## config.mk

```make
export PLATFORM = sky130hd
export DESIGN_NAME = spm_arb
export DESIGN_NICKNAME = d
export VERILOG_FILES = /design/src/rtl/spm_arb_pkg.sv /design/src/rtl/spm_arb.sv
export SDC_FILE = /design/constraint.sdc
export NUM_CORES = 1
export LEC_CHECK = 0
export BUFFER_PORTS_ARGS = -buffer_cell sky130_fd_sc_hd__clkbuf_2
export CORE_AREA = 2 2 91 93
export DETAILED_ROUTE_END_ITERATION = 6
export DIE_AREA = 0 0 93 95
export PLACE_DENSITY_LB_ADDON = 0.08
export SETUP_SLACK_MARGIN = 0.2
export SYNTH_ARGS = -nofsm -noshare
export SYNTH_HDL_FRONTEND = slang
export SYNTH_SLANG_ARGS = --single-unit
```

## constraint.sdc

```tcl
create_clock -name clk -period 2.19 [get_ports clk]
set_input_delay 0.219 -clock clk [delete_from_list [all_inputs] [get_ports clk]]
set_output_delay 0.219 -clock clk [all_outputs]
set_load 0.05 [all_outputs]
```

## src/rtl/spm_arb_pkg.sv

```systemverilog
// Shared encodings and bus widths for the scratchpad port-B arbiter.
// Imported by spm_arb and by anything that talks to its ports.
package spm_arb_pkg;

  localparam logic ENABLE_  = 1'b0;
  localparam logic DISABLE_ = 1'b1;

  localparam logic READ  = 1'b1;
  localparam logic WRITE = 1'b0;

  localparam logic MEM_ENABLE  = 1'b1;
  localparam logic MEM_DISABLE = 1'b0;

  localparam int SpmAddrBus  = 12;
  localparam int WordDataBus = 32;

  typedef enum logic {
    SPM_ARB_IDLE = 1'b0,
    SPM_ARB_ACK  = 1'b1
  } spm_arb_state_t;

  typedef enum logic {
    SPM_OWNER_MEM = 1'b0,
    SPM_OWNER_DMA = 1'b1
  } spm_owner_t;

endpackage

```

## src/rtl/spm_arb.sv

```systemverilog
// SPM port-B arbiter: MEM stage vs DMA, fixed priority with DMA aging.
// Optional SPM_ARB_PERF_EN adds a saturating conflict counter output.
module spm_arb
  import spm_arb_pkg::*;
#(
  parameter int SPM_ADDR_W = SpmAddrBus,
  parameter int DATA_W     = WordDataBus,
  parameter int STARVE_MAX = 4
) (
  input  logic                  clk,
  input  logic                  reset,
  input  logic                  mem_as_,
  input  logic                  mem_rw,
  input  logic [SPM_ADDR_W-1:0] mem_addr,
  input  logic [DATA_W-1:0]     mem_wr_data,
  output logic [DATA_W-1:0]     mem_rd_data,
  output logic                  mem_rdy_,
  input  logic                  dma_as_,
  input  logic                  dma_rw,
  input  logic [SPM_ADDR_W-1:0] dma_addr,
  input  logic [DATA_W-1:0]     dma_wr_data,
  output logic [DATA_W-1:0]     dma_rd_data,
  output logic                  dma_rdy_,
  output logic                  spm_as_,
  output logic                  spm_rw,
  output logic [SPM_ADDR_W-1:0] spm_addr,
  output logic [DATA_W-1:0]     spm_wr_data,
  input  logic [DATA_W-1:0]     spm_rd_data
`ifdef SPM_ARB_PERF_EN
  ,
  output logic [15:0]           conflict_cnt
`endif
);

  localparam int CW = (STARVE_MAX > 0) ? $clog2(STARVE_MAX + 1) : 1;
  localparam logic [CW-1:0] SMAX = CW'(STARVE_MAX);
  localparam bit AGING = (STARVE_MAX != 0);

  spm_arb_state_t state, state_nx;
  spm_owner_t     owner;
  logic [CW-1:0]  starve_cnt, starve_nx;

  logic mem_req, dma_req, both;
  logic grant, win_dma, aged;

  assign mem_req = (mem_as_ == ENABLE_);
  assign dma_req = (dma_as_ == ENABLE_);
  assign both    = mem_req && dma_req;
  assign aged    = AGING && (starve_cnt == SMAX);

  always_comb begin
    win_dma = 1'b0;
    unique case (1'b1)
      both:                win_dma = aged;
      !mem_req && dma_req: win_dma = 1'b1;
      default:             win_dma = 1'b0;
    endcase
  end

  always_comb begin
    state_nx  = state;
    grant     = 1'b0;
    starve_nx = starve_cnt;
    unique case (state)
      SPM_ARB_IDLE: begin
        grant = mem_req || dma_req;
        if (grant) begin
          state_nx = SPM_ARB_ACK;
        end
        // Aging only counts real conflicts that DMA lost.
        if (grant && win_dma) begin
          starve_nx = '0;
        end else if (both && starve_cnt != SMAX) begin
          starve_nx = starve_cnt + CW'(1);
        end
      end
      SPM_ARB_ACK: begin
        state_nx = SPM_ARB_IDLE;
      end
      default: state_nx = SPM_ARB_IDLE;
    endcase
  end

  always_comb begin
    spm_as_     = DISABLE_;
    spm_rw      = READ;
    spm_addr    = mem_addr;
    spm_wr_data = mem_wr_data;
    if (grant) begin
      spm_as_ = ENABLE_;
      if (win_dma) begin
        spm_rw      = dma_rw;
        spm_addr    = dma_addr;
        spm_wr_data = dma_wr_data;
      end else begin
        spm_rw = mem_rw;
      end
    end
    if (reset) begin
      spm_as_ = DISABLE_;
    end
  end

  always_comb begin
    mem_rdy_    = DISABLE_;
    dma_rdy_    = DISABLE_;
    mem_rd_data = '0;
    dma_rd_data = '0;
    if (state == SPM_ARB_ACK) begin
      if (owner == SPM_OWNER_DMA) begin
        dma_rdy_    = ENABLE_;
        dma_rd_data = spm_rd_data;
      end else begin
        mem_rdy_    = ENABLE_;
        mem_rd_data = spm_rd_data;
      end
    end
  end

  always_ff @(posedge clk or posedge reset) begin
    if (reset) begin
      state      <= SPM_ARB_IDLE;
      owner      <= SPM_OWNER_MEM;
      starve_cnt <= '0;
    end else begin
      state      <= state_nx;
      starve_cnt <= starve_nx;
      if (grant) begin
        owner <= win_dma ? SPM_OWNER_DMA : SPM_OWNER_MEM;
      end
    end
  end

`ifdef SPM_ARB_PERF_EN
  always_ff @(posedge clk or posedge reset) begin
    if (reset) begin
      conflict_cnt <= '0;
    end else if (state == SPM_ARB_IDLE && both &&
                 conflict_cnt != 16'hFFFF) begin
      conflict_cnt <= conflict_cnt + 16'd1;
    end
  end
`endif

endmodule
```

* Word-level counts from Yosys, hierarchy flattened
Cells that the tools add are included.
Storage, ports and cells: register bits after elaboration 5, input bits 126, word-level logic and storage cells 39, output and inout bits 112
Cells by class: $add $sub $neg 1, eq/ne operators 2, bitwise operators 3, reductions and logical operators 7, multiplexer cells 23
Operator list (count):
- two-way mux 32 bit | 6
- two-way mux 12 bit | 2
- two-way mux 1 bit | 11
- two-way mux 3 bit | 2
- logical AND 1 bit | 4
- one-hot mux 1 bit (2 select lines) | 2
- adder 3 x 1 -> 3 bit, second input constant | 1
- equality test 3 bit, second input constant | 1
- != test 3 bit, second input constant | 1
- NOT 1 bit | 3
- AND reduction 2 bit | 1
- nonzero test 2 bit | 1
- logical OR 1 bit | 1

* Longest topological paths before layout
Gate-level depths: netlist of run 1.
depth after elaboration 6, depth in mapped cells 7, gate-level depth less buffers 5

* Least setup slack after synthesis of run 1
No wires, ideal clock.
path type register -> output, from register starve_cnt[0], to output spm_addr[11], arrival time 1612 ps, data required time 1971 ps, stages on the path, launching flop included 7, buffers on the path 1, setup slack 359 ps, path through dfrtp_1 inv_1 ha_1 a21oi_2 nand2b_4 buf_6 mux2_1
Between the ends: cells in the longest elaborated chain, start to end 4
Ends and longest elaborated chain:
- from (decl) | RTL line spm_arb.sv:41 | logic [CW-1:0] starve_cnt, starve_nx;
- from (signal assigned) | RTL line spm_arb.sv:127 | starve_cnt <= starve_nx;
- equality test 3 bit | RTL line spm_arb.sv:49 | assign aged = AGING && (starve_cnt == SMAX);
- one-hot mux 1 bit (2 select lines) | RTL line spm_arb.sv:53 | unique case (1'b1)
- two-way mux 12 bit | RTL line spm_arb.sv:91 | if (win_dma) begin
- two-way mux 12 bit | RTL line spm_arb.sv:89 | if (grant) begin
- to (decl) | RTL line spm_arb.sv:26 | output logic [SPM_ADDR_W-1:0] spm_addr,
No other way between the ends.

* Final worst setup path of run 1
from register starve_cnt[0], to output spm_wr_data[22]
Between the ends: cells in the longest elaborated chain, start to end 4
Ends and longest elaborated chain:
- equality test 3 bit | RTL line spm_arb.sv:49
- one-hot mux 1 bit (2 select lines) | RTL line spm_arb.sv:53
- two-way mux 32 bit | RTL line spm_arb.sv:91
- two-way mux 32 bit | RTL line spm_arb.sv:89
- to (decl) | RTL line spm_arb.sv:27 | output logic [DATA_W-1:0] spm_wr_data,
No other way between the ends.

==> run summary, run 1 <==
• Reg2Reg Capture Point: owner
• All-Layer GR Usage: 14.4%
• Synth async-reset ratio: 100%
• starting density of the core: 18.6%
• CTS tree: built
• transition time at the pin with the least slew margin: 0.453 ns
• Antenna Diode Count: 0
• most common cell in the synthesized netlist: mux2_4
• vias after detailed routing: 2107
• utilization after layout: 44.6%
• top post-synthesis cells by area: mux2_4 (40%), and2_1 (14%), and3_1 (14%), dfrtp_1 (8.5%), buf_12 (5.4%)
• pin count of the biggest net entering global routing: 35
• Hold Path Cell Cnt: 2
• Total Routed Length: 7.69 mm
• share of synthesized area occupied by flip-flops and latches: 8.50%
• warnings from Yosys: 0
• Port Buffer Count: 237
• type of element capturing the critical path: output pin
• minimum setup slack among reg-to-reg paths: 0.72 ns
• headroom to the max-slew limit: 69.8%
• final worst path period need: 2.13 ns
• final setup fails: 0
• Worst Setup Slack post-DPL: 0.164 ns
• netlist area before placement: 1470 µm²
• area share of the largest cell type after synthesis: 39.8%
• global-route wire length before repair: 10.1 mm
• clock transition at the registers of the reported paths: 0.03 ns
• number of instances in the synthesized netlist: 155
• Yosys cell types: 26
• number of antenna violations at the first check in global routing: 0
• area of the core region: 7930 µm²
• fin crit share: 97.4%
• share of post-route cells with drive strength above 1: 77.6%
• GRT overflow: 0
• number of nets in the finished design: 536
• Clk Latency, worst-skew pair: 0.22 ns
• Max Root-Sink Buffers: 2
• gp weighted congestion: 0.833
• post-detailed-route wirelength per cell: 15.0 µm
• buffer cell driving the clock tree root: clkbuf_8
• Worst Hold Slack: 0.300 ns
• mean instance size in the synthesized netlist: 9.49 µm²
• vias in the first global route: 1975
• H-tree levels: 1
• Fmax: 469 MHz
• end point of the most critical hold path: starve_cnt[2]
• HPWL reported at the end of detailed placement: 5.82 mm
• R2R cell count: 8
• Worst Path Required: 1.97 ns
• Layout Area Growth over Synthesis: 140%
• sort of element at the start of the critical path: flop
• kind of critical path: reg -> out
• cts bufs inserted: 3
• vias per cell: 4.12
• FF+latch count, synth: 5
• Synth Flop Type: dfrtp_1
• setup repair after global routing missed its margin: yes
• vertical die dimension: 95 µm
• final hold violations: 0
• setup total negative slack: 0 ns
• top-level I/O count: 238
• fill cell total of the finished layout: 774
• TritonRoute pass-1 iters: 3
• Synthesized Nets: 283
• filler-free cell count of the finished design: 512
• areal power density over the cells: 622 nW/µm²
• peak supply drop: 0.000542 V
• number of remaining DRC errors: 0
• number of sinks driven by the clock tree: 5
• # placed instances: 489
• count of final max-slew check failures: 0
• area leader, netlist: mux2_4
• largest fanout of any net on the critical path: 5
• critical register-to-register path startpoint: starve_cnt[0]
• Lkg Pwr: 2.17 nW
• final setup slack of the worst path: 0.0578 ns
• 1st-iter DRT viols: 27
• arrival time worst endpoint: 1.91 ns
• number of enable-type register cells in the synthesized netlist: 0
• DIE AREA: 8840 µm²
• remaining antenna violation count after routing: 0
• Synth top cells by count: mux2_4 (39), and2_1 (32), and3_1 (32)
• worst-case clock skew: 0.00220 ns
• Die X: 93 µm
• number of core rows: 33
• classification of the worst-slack hold path: in -> reg
• worst min-delay path startpoint: mem_as_
• number of max-cap violations: 0
• outcome: completed
==> layout by cell type (no fill, tap or decap), types with 2 or more instances in the layout <==
cell type	instances
nand2_1	2
inv_2	2
mux2_4	44
and3_1	32
clkbuf_2	188
clkbuf_16	2
inv_1	4
dfrtp_1	5
a21oi_1	2
buf_4	13
buf_6	5
nand3_1	2
clkbuf_4	7
o21ai_0	2
buf_16	3
buf_8	37
and2_1	32
buf_12	6
nand2b_4	2
clkbuf_8	3
==> sequential cells by signal, indices dropped and copies added, names as in the netlist <==
signal,cells
starve_cnt,3
state,1
owner,1
==> metrics by stage <==
stage	power, W	instance area (µm²)
global placement	0.00166	2780
detailed placement	0.00165	2780
finish	0.00220	3530
floorplan	0.00128	1470
CTS	0.00210	3380
global route	0.00229	3530
==> power breakdown <==
| group | switching [W] | leakage, nW | total, W | internal, W |
|---|---|---|---|---|
| sequential | 0.0000242 | 0.0644 | 0.000142 | 0.000118 |
| clock | 0.0000446 | 0.0228 | 0.000169 | 0.000125 |
| combinational | 0.00112 | 2.09 | 0.00189 | 0.000764 |
==> logic make-up (layout without fill, tap and decap cells) <==
family          count (synthesis)  in the layout  synth area share, %
flops                           5              5                 8.50
simple gates                   75             76                 32.4
compound gates                  8              8                 3.15
mux                            44             44                 43.6
buf+inv                        21            272                 10.6
fa+ha+maj                       2              2                 1.70
==> worst max-delay path, cell delays in order, from the launching register on <==
cell	delay [ns]
dfrtp_1	0.36
inv_2	0.07
ha_4	0.17
a21oi_4	0.16
nand2b_4	0.22
buf_6	0.13
buf_16	0.11
mux2_4	0.31
clkbuf_16	0.17
==> what timing repair did <==
action | CTS | global route
pin swaps | 0 | 1
setup buffers | 10 | 4
resized for setup | 93 | 62
hold buffers | 1 | 0
setup endpoints to repair | 76 | 45
endpoints found under the hold margin | 5 | 0
gates cloned | 4 | 0
==> final cells by class <==
class                   count  area (µm²)  area share (%)
flip-flops and latches      5         125            3.54
repair buffers            262        1970            55.6
inverters                   6        22.5           0.637
multi-input cells         130        1240            35.2
clock buffers               4        45.0            1.27
well taps                 105         131            3.72
==> routing by layer <==
metal	global-route usage, %	up-vias	wire (µm)
met5	0	-	0
met4	2.94	0	133
met3	2.71	12	628
met2	28.6	116	4150
met1	15.7	927	2770
li1	-	1052	-
==> worst max path at each step <==
stage	from	end	slack (ns)
6_report	starve_cnt[0]	spm_wr_data[22]	0.06
5_1_grt	starve_cnt[1]	spm_addr[7]	-0.01
4_1_cts	starve_cnt[0]	spm_wr_data[21]	0.06
3_5_place_dp	starve_cnt[0]	spm_addr[11]	0.16
3_3_place_gp	starve_cnt[0]	spm_addr[8]	0.19
2_1_floorplan	starve_cnt[0]	spm_addr[11]	0.36
No activity file was read; power rests on OpenSTA's default activity.
==> run 2: changes to the inputs <==
- PLACE_DENSITY: not set -> 0.68
- PLACE_DENSITY_LB_ADDON: 0.08 -> not set
==> run 2 against run 1 <==
Net effect:
- register-to-register slack lost 0.05 ns
- clock power about the same
- largest power group unchanged
- hold slack got worse by 0.0030 ns
- critical path depth unchanged
- critical path type unchanged
==> run summary, run 2 (synthesis results as in run 1) <==
• flip-flop count of the largest register, all copies and words added: 3, unchanged
• utilization after layout: 44.4%, -0.21 points
• post-detailed-route wirelength per cell: 14.3 µm, -4.6%
• end point of the most critical hold path: starve_cnt[2]
• number of remaining DRC errors: 0, unchanged
• R2R cell count: 9, +1
• All-Layer GR Usage: 14.2%, -0.14 points
• sort of element at the start of the critical path: flop
• final hold violations: 0, unchanged
• power spent charging and discharging nets: 0.00119 W, -0.37%
• GRT met3 Usage: 4.71%, +2.0 points
• number of core rows: 33, unchanged
• # placed instances: 489, unchanged
• area of the core region: 7930 µm², unchanged
• vias per cell: 4.23, +2.8%
• share of post-route cells with drive strength above 1: 76.7%, -0.91 points
• buffer cell driving the clock tree root: clkbuf_8
• cell area after layout: 3520 µm², -0.46%
• sequential group share of total power: 6.4%, about the same
• headroom to the max-slew limit: 80.7%, +11 points
• vertical die dimension: 95 µm, unchanged
• number of antenna violations at the first check in global routing: 0, unchanged
• Top reg by flops: starve_cnt
• setup total negative slack: 0 ns, unchanged
• top-level I/O count: 238, unchanged
• remaining antenna violation count after routing: 0, unchanged
• final setup fails: 0, unchanged
• classification of the worst-slack hold path: in -> reg
• Fmax: 480 MHz, +2.3%
• combined buffer and inverter count along the critical path: 4, unchanged
• Worst Path Required: 1.97 ns, about the same
• Largest regs: starve_cnt (3), owner (1), state (1)
• Reg2Reg Capture Point: owner
• Gate power share: 86.0%, +0.2 points
• critical path's top delay family: buffers and inverters
• worst min-delay path startpoint: mem_as_
• CP max stage delay: 0.35 ns, about the same
• cts bufs inserted: 3, unchanged
• vias after detailed routing: 2153, +2.2%
• HPWL reported at the end of detailed placement: 5.37 mm, -7.7%
• number of sinks driven by the clock tree: 5, unchanged
• Total Routed Length: 7.30 mm, -5.1%
• 1st-iter DRT viols: 22, -19%
• TritonRoute pass-1 iters: 4, +1
• fin crit share: 95.2%, -2.2 points
• kind of critical path: reg -> out
• Max Root-Sink Buffers: 2, unchanged
• GRT overflow: 0, unchanged
• minimum setup slack among reg-to-reg paths: 0.67 ns, -0.05 ns
• number of nets in the finished design: 533, -0.56%
• count of final max-slew check failures: 0, unchanged
• arrival time worst endpoint: 1.87 ns, -0.04 ns
• transition time at the pin with the least slew margin: 0.291 ns, -0.161 ns
• CTS tree: built
• setup repair after global routing missed its margin: yes
• Port Buffer Count: 237, unchanged
• Antenna Diode Count: 0, unchanged
• peak supply drop: 0.000241 V, -55%
• pin count of the biggest net entering global routing: 38, +8.6%
• DIE AREA: 8840 µm², unchanged
• H-tree levels: 1, unchanged
• clock transition at the registers of the reported paths: 0.03 ns, about the same
• vias in the first global route: 2084, +5.5%
• Die X: 93 µm, unchanged
• critical register-to-register path startpoint: starve_cnt[0]
• total placed instance area: 2790 µm², +0.45%
• outcome: completed
• largest fanout of any net on the critical path: 7, +2
• final worst path period need: 2.09 ns, -0.0472 ns
• switching power share of the total: 53.9%, -0.28 points
• areal power density over the cells: 626 nW/µm², +0.61%
• met1 global-route usage: 14.8%, -0.94 points
• gp weighted congestion: 0.704, -15%
• worst-case clock skew: 0.000398 ns, -0.00180 ns
• Layout Area Growth over Synthesis: 139%
• clock network power share: 7.5%, -0.2 points
• most frequent cells in the layout: clkbuf_2 (170), mux2_4 (41), buf_8 (35)
• type of element capturing the critical path: output pin
• filler-free cell count of the finished design: 509, -0.59%
• Lkg Pwr: 2.17 nW, -0.24%
• most frequent standard cell in the layout excluding fill and tap cells: clkbuf_2
• gr busiest metal: met2
• internal power: 0.00101 W, +0.75%
• chain of cells forming the critical path: inv_2, ha_4, a21oi_4, nand2b_4, buf_12, buf_8, mux2_4, clkbuf_16
• global-route wire length before repair: 9.97 mm, -1.2%
• Clk Latency, worst-skew pair: 0.22 ns, about the same
• slowest CP cell: dfrtp_1
• routing usage on met2: 27.6%, -1.0 points
• number of max-cap violations: 0, unchanged
• Hold Path Cell Cnt: 2, unchanged
• starting density of the core: 18.6%, unchanged
run 2: cell types whose count changed in the layout (fill, tap and decap cells not counted), moves of 3 or more:
cell / before / now
clkbuf_4: 7 / 1
clkbuf_2: 188 / 170
buf_2: 0 / 21
mux2_4: 44 / 41
run 2: layout make-up:
cell class                      count  area [µm²]
Tap cell                          105         131
Multi-Input combinational cell    129        1220
Clock buffer                        4        45.0
Timing Repair Buffer              260        1980
Inverter                            6        22.5
Fill cell                         751        4410
Sequential cell                     5         125
run 2: worst max-delay path by stage:
stage	startpoint	end	slack, ns	depth (start not counted)
after floorplan	starve_cnt[0]	spm_addr[11]	0.36	6
after global placement	starve_cnt[0]	spm_wr_data[4]	0.24	7
after detailed placement	starve_cnt[0]	spm_wr_data[6]	0.20	7
after CTS	starve_cnt[1]	spm_addr[3]	0.1	8
after global routing	starve_cnt[0]	spm_addr[3]	0.04	8
final	starve_cnt[0]	spm_addr[3]	0.10	8
run 2: worst register-to-register path, cell delays in order, from the launching register on:
cell and delay, ns:
dfrtp_1 0.38, inv_2 0.09, ha_4 0.16, a21oi_4 0.05, nand2b_4 0.16, buf_12 0.15
buf_8 0.13, buf_4 0.12, buf_4 0.13, o21ai_1 0.06
run 2: per-layer routing:
layer  wire length, µm  part of all wire (%)  vias up
li1                  -                     -     1042
met1              2460                    34      972
met2              3970                    54      133
met3               785                    11        6
met4                83                   1.1        0
met5                 0                     0        -
run 2: power by group through the flow:
stage / Combinational [W] / Clock (W) / Sequential [W]
2_1_floorplan: 0.00115 / 0 / 0.000136
3_3_place_gp: 0.00149 / 0 / 0.000135
3_5_place_dp: 0.00151 / 0 / 0.000137
4_1_cts: 0.00178 / 0.000171 / 0.000137
5_1_grt: 0.00198 / 0.000177 / 0.000145
6_report: 0.00189 / 0.000166 / 0.000142
run 2: stage by stage:
stage               setup WS (ns)  hold slack [ns]  total power, W
finish                      0.105            0.297         0.00220
global route               0.0416            0.302         0.00231
CTS                        0.0985            0.265         0.00209
detailed placement          0.199            0.147         0.00165
global placement            0.236            0.148         0.00163
floorplan                   0.359          0.00565         0.00128
run 2: timing repair:
item / CTS / global route
setup endpoints to repair: 69 / 77
hold buffers: 1 / 0
endpoints found under the hold margin: 5 / 0
resized for setup: 99 / 69
buffers inserted: 8 / 4
pin swaps: 2 / 2
gates cloned: 3 / 0
==> run 3: changes to the inputs <==
- BUFFER_PORTS_ARGS: -buffer_cell sky130_fd_sc_hd__clkbuf_2 -> -buffer_cell sky130_fd_sc_hd__buf_2
- REMOVE_ABC_BUFFERS: not set -> 1
==> run 3 against run 2 <==
Net effect:
- combinational power down 7%
- final cell count down 0.59%
- sequential power about the same
- fmax up 0.65%
- core utilization down 3.4 points
- count of clock-buffer cells in the layout unchanged
- hold slack worse by 0.022 ns
- sequential share of layout area up 0.30 points
- cell area down 7.7%
- register-to-register slack better by 0.26 ns
- routed wire length down 1.1%
- flip-flop and latch count unchanged
- critical path type unchanged
- largest power group unchanged
- highest routed layer unchanged
==> run summary, run 3 (synthesis results as in run 1) <==
• largest fanout of any net on the critical path: 7, unchanged
• chain of cells forming the critical path: inv_2, ha_4, a21oi_4, nand2b_4, buf_12, buf_12, mux2_4, buf_8
• setup repair after global routing missed its margin: yes
• internal power: 0.000901 W, -11%
• Die X: 93 µm, unchanged
• Critical Path Most Common Cell: buf_12
• clock transition at the registers of the reported paths: 0.04 ns, about the same
• type of element capturing the critical path: output pin
• top-level I/O count: 238, unchanged
• Worst Path Required: 1.97 ns, about the same
• Port Buffer Count: 237, unchanged
• All-Layer GR Usage: 14.2%, about the same
• sequential group share of total power: 6.8%, +0.4 points
• vertical die dimension: 95 µm, unchanged
• transition time at the pin with the least slew margin: 0.285 ns, -0.00642 ns
• sort of element at the start of the critical path: flop
• flip-flop count of the largest register, all copies and words added: 3, unchanged
• Max Root-Sink Buffers: 2, unchanged
• global-route wire length before repair: 9.79 mm, -1.8%
• met1 global-route usage: 15.5%, +0.66 points
• gr busiest metal: met2
• starting density of the core: 18.6%, unchanged
• slowest CP cell: dfrtp_1
• final worst path period need: 2.07 ns, -0.0134 ns
• power consumption: 0.00206 W, -6.4%
• kind of critical path: reg -> out
• Total Routed Length: 7.21 mm, -1.1%
• classification of the worst-slack hold path: in -> reg
• Gate power share: 84.9%, -1.1 points
• headroom to the max-slew limit: 81.0%, +0.35 points
• vias per cell: 4.23, -0.11%
• Lkg Pwr: 2.08 nW, -4.2%
• switching power share of the total: 56.3%, +2.4 points
• 1st-iter DRT viols: 59, +170%
• Fmax: 483 MHz, +0.65%
• power spent charging and discharging nets: 0.00116 W, -2.3%
• number of sinks driven by the clock tree: 5, unchanged
• Clk Latency, worst-skew pair: 0.22 ns, about the same
• Top reg by flops: starve_cnt
• final setup fails: 0, unchanged
• number of remaining DRC errors: 0, unchanged
• fin crit share: 94.6%, -0.61 points
• post-detailed-route wirelength per cell: 14.3 µm, -0.52%
• HPWL reported at the end of detailed placement: 5.79 mm, +7.9%
• peak supply drop: 0.000262 V, +8.4%
• gp weighted congestion: 0.757, +7.5%
• Antenna Diode Count: 0, unchanged
• worst-case clock skew: 0.00284 ns, +0.00245 ns
• CTS tree: built
• most frequent standard cell in the layout excluding fill and tap cells: buf_2
• outcome: completed
• Largest regs: starve_cnt (3), owner (1), state (1)
• CP max stage delay: 0.35 ns, about the same
• share of post-route cells with drive strength above 1: 77.1%, +0.32 points
• routing usage on met2: 29.1%, +1.5 points
• area of the core region: 7930 µm², unchanged
• GRT overflow: 0, unchanged
• clock network power share: 8.3%, +0.8 points
• areal power density over the cells: 635 nW/µm², +1.4%
• arrival time worst endpoint: 1.85 ns, -0.02 ns
• cts bufs inserted: 3, unchanged
• number of nets in the finished design: 530, -0.56%
• vias in the first global route: 1980, -5.0%
• setup total negative slack: 0 ns, unchanged
• most frequent cells in the layout: buf_2 (193), mux2_4 (44), and2_1 (32), and3_1 (32), buf_6 (31)
• pin count of the biggest net entering global routing: 38, unchanged
• vias after detailed routing: 2138, -0.70%
• DIE AREA: 8840 µm², unchanged
• final hold violations: 0, unchanged
• number of max-cap violations: 0, unchanged
• TritonRoute pass-1 iters: 4, unchanged
• GRT met3 Usage: 2.79%, -1.9 points
• Worst Hold Slack: 0.275 ns, -0.0224 ns
• Layout Area Growth over Synthesis: 121%
• remaining antenna violation count after routing: 0, unchanged
• number of core rows: 33, unchanged
• count of final max-slew check failures: 0, unchanged
• buffer cell driving the clock tree root: clkbuf_8
• number of antenna violations at the first check in global routing: 0, unchanged
• H-tree levels: 1, unchanged
## run 3: routing by layer
layer,vias up,part of all wire (%)
met3,6,7.7
li1,1034,-
met2,140,57
met4,0,0.44
met1,958,35
met5,-,0
## run 3: final timing paths
check	from	endpoint	slack [ns]	depth (start not counted)
worst max-delay path	starve_cnt[1]	spm_addr[7]	0.12	8
worst min-delay path	mem_as_	starve_cnt[2]	0.27	2
worst max register to register	starve_cnt[1]	owner	0.93	6
worst min register to register	starve_cnt[1]	starve_cnt[1]	0.61	2
max in group asynchronous	reset	starve_cnt[1]	1.51	3
min in group asynchronous	reset	owner	0.48	3
## run 3: power by group through the flow
stage	Sequential [W]	Clock (W)	Combinational, W
after floorplan	0.000158	0	0.00107
after global placement	0.000136	0	0.00147
after CTS	0.000136	0.000175	0.00172
after global routing	0.000144	0.000180	0.00183
final	0.000140	0.000172	0.00175
after detailed placement	0.000137	0	0.00148
## run 3: per-stage QoR
step	cells	worst slack, ns	area [µm²]	utilization (%)
floorplan	140	0.0183	1340	-
global placement	489	0.214	2720	34.3
detailed placement	489	0.166	2720	34.3
CTS	504	0.0978	3200	40.4
global route	506	0.0599	3250	40.9
finish	506	0.118	3250	40.9
## run 3: critical path: cells and delay by family, from the launching register on
kind,cells,cell delay [ns]
adder cells (fa/ha/maj),1,0.16
AO/OA/AOI/OAI,1,0.13
flip-flops,1,0.35
AND/OR/NAND/NOR,1,0.20
buffers and inverters,4,0.47
multiplexers,1,0.31
## run 3: repair_timing
action | in CTS | in global routing
pin swaps | 2 | 1
hold buffers | 1 | 0
endpoints found under the hold margin | 5 | 0
setup buffers | 7 | 2
resized for setup | 90 | 7
cloned | 3 | 0
setup endpoints to repair | 48 | 76
## run 3: cell type report
| class | instances | area (µm²) |
|---|---|---|
| inverters | 6 | 22.5 |
| well taps | 105 | 131 |
| clock buffers | 4 | 45.0 |
| flip-flops and latches | 5 | 125 |
| multi-input cells | 129 | 1230 |
| fillers | 773 | 4680 |
| repair buffers | 257 | 1690 |
